===== config.mk =====
export PLATFORM = sky130hd
export DESIGN_NAME = pipelined_barrel_shifter
export DESIGN_NICKNAME = d
export VERILOG_FILES = /design/src/rtl/pipelined_barrel_shifter.sv
export SDC_FILE = /design/constraint.sdc
export NUM_CORES = 1
export LEC_CHECK = 0
export BUFFER_PORTS_ARGS = -buffer_cell sky130_fd_sc_hd__clkbuf_2
export CAP_MARGIN = 20
export CORE_ASPECT_RATIO = 1.5
export CORE_MARGIN = 2
export CORE_UTILIZATION = 55
export CTS_CLUSTER_SIZE = 10
export DETAILED_ROUTE_END_ITERATION = 8
export HOLD_SLACK_MARGIN = 0.12
export PLACE_DENSITY = 0.75
export SYNTH_ARGS = -nofsm -noshare
export SYNTH_HDL_FRONTEND = slang
export SYNTH_SLANG_ARGS = --single-unit

===== constraint.sdc =====
create_clock -name clk -period 1.92 [get_ports clk]
set_clock_uncertainty 0.15 [all_clocks]
set_input_delay 0 -clock clk [delete_from_list [all_inputs] [get_ports clk]]
set_output_delay 0 -clock clk [all_outputs]
set_load 0.01 [all_outputs]

===== src/rtl/pipelined_barrel_shifter.sv =====
// Pipelined barrel shifter (SRL/SLL/SRA/ROR): one registered mux level per shift-amount bit, valid/ready on both sides.
// Optional macro SHIFT_OVF_EN widens in_amt by one bit and adds a leading stage for amounts of WIDTH or more.
module pipelined_barrel_shifter #(
    parameter int WIDTH = 16,
    localparam int SHW = $clog2(WIDTH),
`ifdef SHIFT_OVF_EN
    localparam int AW = SHW + 1
`else
    localparam int AW = SHW
`endif
) (
    input  logic             clk,
    input  logic             rst_n,
    input  logic             in_valid,
    output logic             in_ready,
    input  logic [WIDTH-1:0] in_data,
    input  logic [AW-1:0]    in_amt,
    input  logic [1:0]       in_op,
    output logic             out_valid,
    input  logic             out_ready,
    output logic [WIDTH-1:0] out_data,
    output logic             out_carry,
    output logic             out_zero
);
    localparam int STAGES = AW;
    localparam logic [1:0] OP_SRL = 2'b00;
    localparam logic [1:0] OP_SLL = 2'b01;
    localparam logic [1:0] OP_SRA = 2'b10;
    localparam logic [1:0] OP_ROR = 2'b11;
    localparam logic [WIDTH-1:0] ONE = WIDTH'(1);
    localparam logic [AW-1:0] AMT_ONE = AW'(1);

    // Stage registers; index k is the register at the output of stage k.
    logic [STAGES-1:0] vld;
    logic [STAGES-1:0] cry;
    logic [WIDTH-1:0]  dat [STAGES];
    logic [1:0]        op  [STAGES];
    logic [AW-1:0]     amt [STAGES];

    logic [STAGES-1:0] adv;
    logic [STAGES-1:0] src_vld;
    logic [STAGES-1:0] src_cry;
    logic [WIDTH-1:0]  src_dat [STAGES];
    logic [1:0]        src_op  [STAGES];
    logic [AW-1:0]     src_amt [STAGES];
    logic [STAGES-1:0] nxt_cry;
    logic [WIDTH-1:0]  nxt_dat [STAGES];

    // One mux level shifting by n; returns {carry, data}. A shift by WIDTH
    // (overflow stage) falls out naturally: zeros, all-sign, or identity for ROR.
    function automatic logic [WIDTH:0] shift_step(input logic [WIDTH-1:0] d,
                                                   input logic [1:0]       opc,
                                                   input int               n);
        logic signed [WIDTH-1:0] sd;
        logic [WIDTH-1:0]        r;
        logic                    c;
        sd = d;
        case (opc)
            OP_SRL: begin
                r = d >> n;
                c = |((d >> (n - 1)) & ONE);
            end
            OP_SLL: begin
                r = d << n;
                c = |((d >> (WIDTH - n)) & ONE);
            end
            OP_SRA: begin
                r = sd >>> n;
                c = |((d >> (n - 1)) & ONE);
            end
            default: begin
                r = (d >> n) | (d << (WIDTH - n));
                c = 1'b0;
            end
        endcase
        return {c, r};
    endfunction

    always_comb begin
        src_vld[0] = in_valid;
        src_dat[0] = in_data;
        src_op[0]  = in_op;
        src_amt[0] = in_amt;
        src_cry[0] = 1'b0;
        for (int k = 1; k < STAGES; k++) begin
            src_vld[k] = vld[k-1];
            src_dat[k] = dat[k-1];
            src_op[k]  = op[k-1];
            src_amt[k] = amt[k-1];
            src_cry[k] = cry[k-1];
        end
    end

    // Stage k consumes amount bit STAGES-1-k, so the largest shift goes first.
    always_comb begin
        for (int k = 0; k < STAGES; k++) begin
            if (((src_amt[k] >> (STAGES - 1 - k)) & AMT_ONE) != '0) begin
                {nxt_cry[k], nxt_dat[k]} = shift_step(src_dat[k], src_op[k], 1 << (STAGES - 1 - k));
            end else begin
                nxt_cry[k] = src_cry[k];
                nxt_dat[k] = src_dat[k];
            end
        end
    end

    // A stage may load when it is empty or everything downstream of it moves.
    always_comb begin
        logic go;
        go = out_ready;
        for (int k = STAGES - 1; k >= 0; k--) begin
            go     = go || !vld[k];
            adv[k] = go;
        end
    end

    always_ff @(posedge clk or negedge rst_n) begin
        if (!rst_n) begin
            vld <= '0;
            cry <= '0;
            for (int k = 0; k < STAGES; k++) begin
                dat[k] <= '0;
                op[k]  <= '0;
                amt[k] <= '0;
            end
        end else begin
            for (int k = 0; k < STAGES; k++) begin
                if (adv[k]) begin
                    vld[k] <= src_vld[k];
                    if (src_vld[k]) begin
                        dat[k] <= nxt_dat[k];
                        cry[k] <= nxt_cry[k];
                        op[k]  <= src_op[k];
                        amt[k] <= src_amt[k];
                    end
                end
            end
        end
    end

    assign in_ready  = adv[0];
    assign out_valid = vld[STAGES-1];
    assign out_data  = dat[STAGES-1];
    assign out_zero  = (dat[STAGES-1] == '0);
    // Rotate carry is the final MSB whenever the request rotated at all.
    assign out_carry = (op[STAGES-1] == OP_ROR)
                     ? ((amt[STAGES-1] != '0) && dat[STAGES-1][WIDTH-1])
                     : cry[STAGES-1];

endmodule


==> reports/metrics.yaml <==
placed_area_mm2: 0.005191
clkSinkCount: 96
avgViaCountPerCell: 5.659
slew_headroom_pct: 66.64
critPathBufInv: 3
dp_hpwl_mm: 6.826
setup_violations: 0
grt_max_degree: 70
root_buffer: "clkbuf_16"
yosysSeqAreaShare_pct: 48.00
synth_top_cell_by_area: "dfrtp_1"
vias: 3944
grt_usage_pct: 22.54
io_buffer_count: 45
grt_overflow: 0
power_leakage_uw: 0.002774
min_period_over_period_pct: 92.54
hold_class: "in2reg"
synthTopCellsByArea: "dfrtp_1 (48%), nand2_1 (6.8%), mux2_2 (6.3%)"
synth_top_area_share_pct: 48.00
fin_total_pwr_uw: 7495
fin_area_mm2: 0.005909
swShare_pct: 35.02
path_class: "in2reg"
wl_per_cell_um: 14.85
p_clk_share_pct: 21.6
die_y_um: 120.8
ios: 46
tns_ns: 0
worst_pin_slew_ns: 0.5004
max_freq_ghz: 0.5628
critPathLaunchType: "input port"
cts_htree_levels: 3
grt_pass1_vias: 3824
p_int_uw: 4870
ys_types: 38
crit_family: "buffers and inverters"
core_area_mm2: 0.008828
grt_pass1_wl_mm: 17.35
start_util_pct: 56.69
comb_power_share_pct: 33.3
cp.required_ns: 2.03
drt_iter0_drc: 192
clock_latency_ns: 0.34
diodes: 0
hold_viol: 0
cts_tree: "yes"
area_delta_synth_final_pct: 18.08
worstPathArrival_ns: 1.89
cp_max_fo: 7
switchingPower_uw: 2625
die_area_mm2: 0.009894
status: "complete, no violations"
drive_gt1_share_pct: 18.74
antenna_found_initial: 0
wirelength_mm: 10.35
drv_slew: 0
gp_congestion: 0.8237
drc: 0
critPathMaxStageDelay_ns: 0.57
syn_avg_cell_area_um2: 9.461
fin_nets: 608
ys_ff_latch: 96
fin_crit_ns: 1.777
clkTransAtPathRegs_ns: 0.06
powerDensity_mw_per_mm2: 1268
rsz0062_at_grt: "no"
drtPass1Iterations: 4
cp_slowest_cell: "dlygate4sd3_1"
die_x_um: 81.89
cp_cell_sequence: "dlygate4sd3_1 > clkbuf_2 > nand3b_1 > nand3_1 > o21ai_0 > dlygate4sd3_1 > o21ai_0"
cts_max_path_buffers: 2
syn-instance-count: 529
worstSetupEndpointType: "register"
ant_nets: 0
yosys_warnings: 0
netlist_area_mm2: 0.005005
synth_fp_nets: 555
drv_cap: 0
cts_buffers: 9
pwr-share-seq_pct: 45.1
row_count: 42
ir_drop_mv: 0.6745
metal layers:
metal	global-route usage (%)	up-vias	wire length [µm]
met5	0	-	0
met4	12.81	0	346
met3	3.731	31	256
met2	39.53	82	5548
met1	24.99	1868	4197
li1	-	1963	-
registers in the layout, indices dropped and copies added (netlist names):
register,count
cry,4
out_data,16
op,8
dat,48
amt,16
vld,4
worst reg2reg max path: stages (launching register included):
cell,delay (ns)
dfrtp_1,0.39
nand4b_1,0.21
or2_2,0.34
nand2b_1,0.07
dlygate4sd3_1,0.54
cells in the final DEF, fill, tap and decap left out, drive strengths merged, types with 2 or more instances in the layout:
master	Yosys	final
and2b	2	2
nand3	8	8
a22oi	5	5
nand2b	8	8
dlygate4sd3	0	42
clkinv	0	4
inv	6	6
dfrtp	96	96
buf	35	12
a21o	31	31
nor2b	14	14
a31oi	4	4
a211oi	19	19
nor2	42	42
mux2	28	28
a32oi	2	2
a31o	9	9
nor4	4	4
clkbuf	21	56
a311oi	14	14
o21ai	50	50
a21oi	13	13
mux2i	14	14
nand2	91	91
nand3b	3	3
synthesized netlist by cell type (all sizes together):
cell type and n:
a21o 31, o221ai 1, a32oi 2, o22a 1, nand3b 3, nor2 42
a31o 9, nand4b 1, a311oi 14, o31ai 1, dfrtp 96, buf 35
or2 1, a31oi 4, mux2i 14, a21boi 1, o41ai 1, inv 6
and4 1, nand2b 8, nand2 91, nor2b 14, o21ai 50, and2b 2
a211oi 19, nor4 4, a22o 1, clkbuf 21, nand3 8, and3 1
a22oi 5, mux2 28, a21oi 13
logic make-up (layout without fill, tap and decap cells):
logic type             Yosys count  count (layout)  share of synthesized area (%)
DFF                             96              96                          48.00
and+or+nand+nor                176             176                          15.38
buffers and inverters           62             120                          7.025
AOI/OAI and AO/OA              153             153                          20.50
muxes                           42              42                          9.100
layout make-up:
cell class                 count  area (µm²)
fill                         696        2919
clock inverter                 4       20.02
timing repair buffer          98       818.3
inverter                       6       22.52
sequential                    96        2402
multi-input combinational    371        2262
tap                          110       137.6
clock buffer                  12       246.5
per-stage QoR:
step	utilization (%)	instances	hold WS, ns	worst slack, ns
4_1_cts	66.81	697	0.1482	0.02812
2_1_floorplan	-	529	-0.4456	0.3646
6_report	66.94	697	0.1902	0.1433
3_3_place_gp	58.80	638	-0.2173	0.3074
3_5_place_dp	58.80	638	-0.2074	0.2234
5_1_grt	66.94	697	0.2198	0.02301
timing repair:
| action | CTS | global route |
|---|---|---|
| setup buffers | 0 | 0 |
| hold endpoints to repair | 123 | 0 |
| hold buffers | 43 | 0 |
| resized for setup | 0 | 2 |
| endpoints found under the setup margin | 0 | 6 |
final timing paths:
check                            start  cells after the start  slack, ns  endpoint
max                        in_data[15]                      7       0.14   dat[62]
min                           in_op[0]                      4       0.19    cry[0]
max reg2reg                     vld[3]                      4       0.16    vld[0]
min reg2reg                     cry[0]                      2       0.33    cry[0]
max in group asynchronous        rst_n                      4       0.70   dat[22]
min in group asynchronous        rst_n                      4       0.56    vld[3]
power by group through the flow:
stage | sequential [µW] | clock [µW] | combinational (µW)
global placement | 3370 | 0 | 2330
CTS | 3380 | 1660 | 2510
floorplan | 3160 | 0 | 2180
detailed placement | 3410 | 0 | 2420
global route | 3480 | 1730 | 2800
finish | 3380 | 1620 | 2500
(Power assumes the default switching activity.)
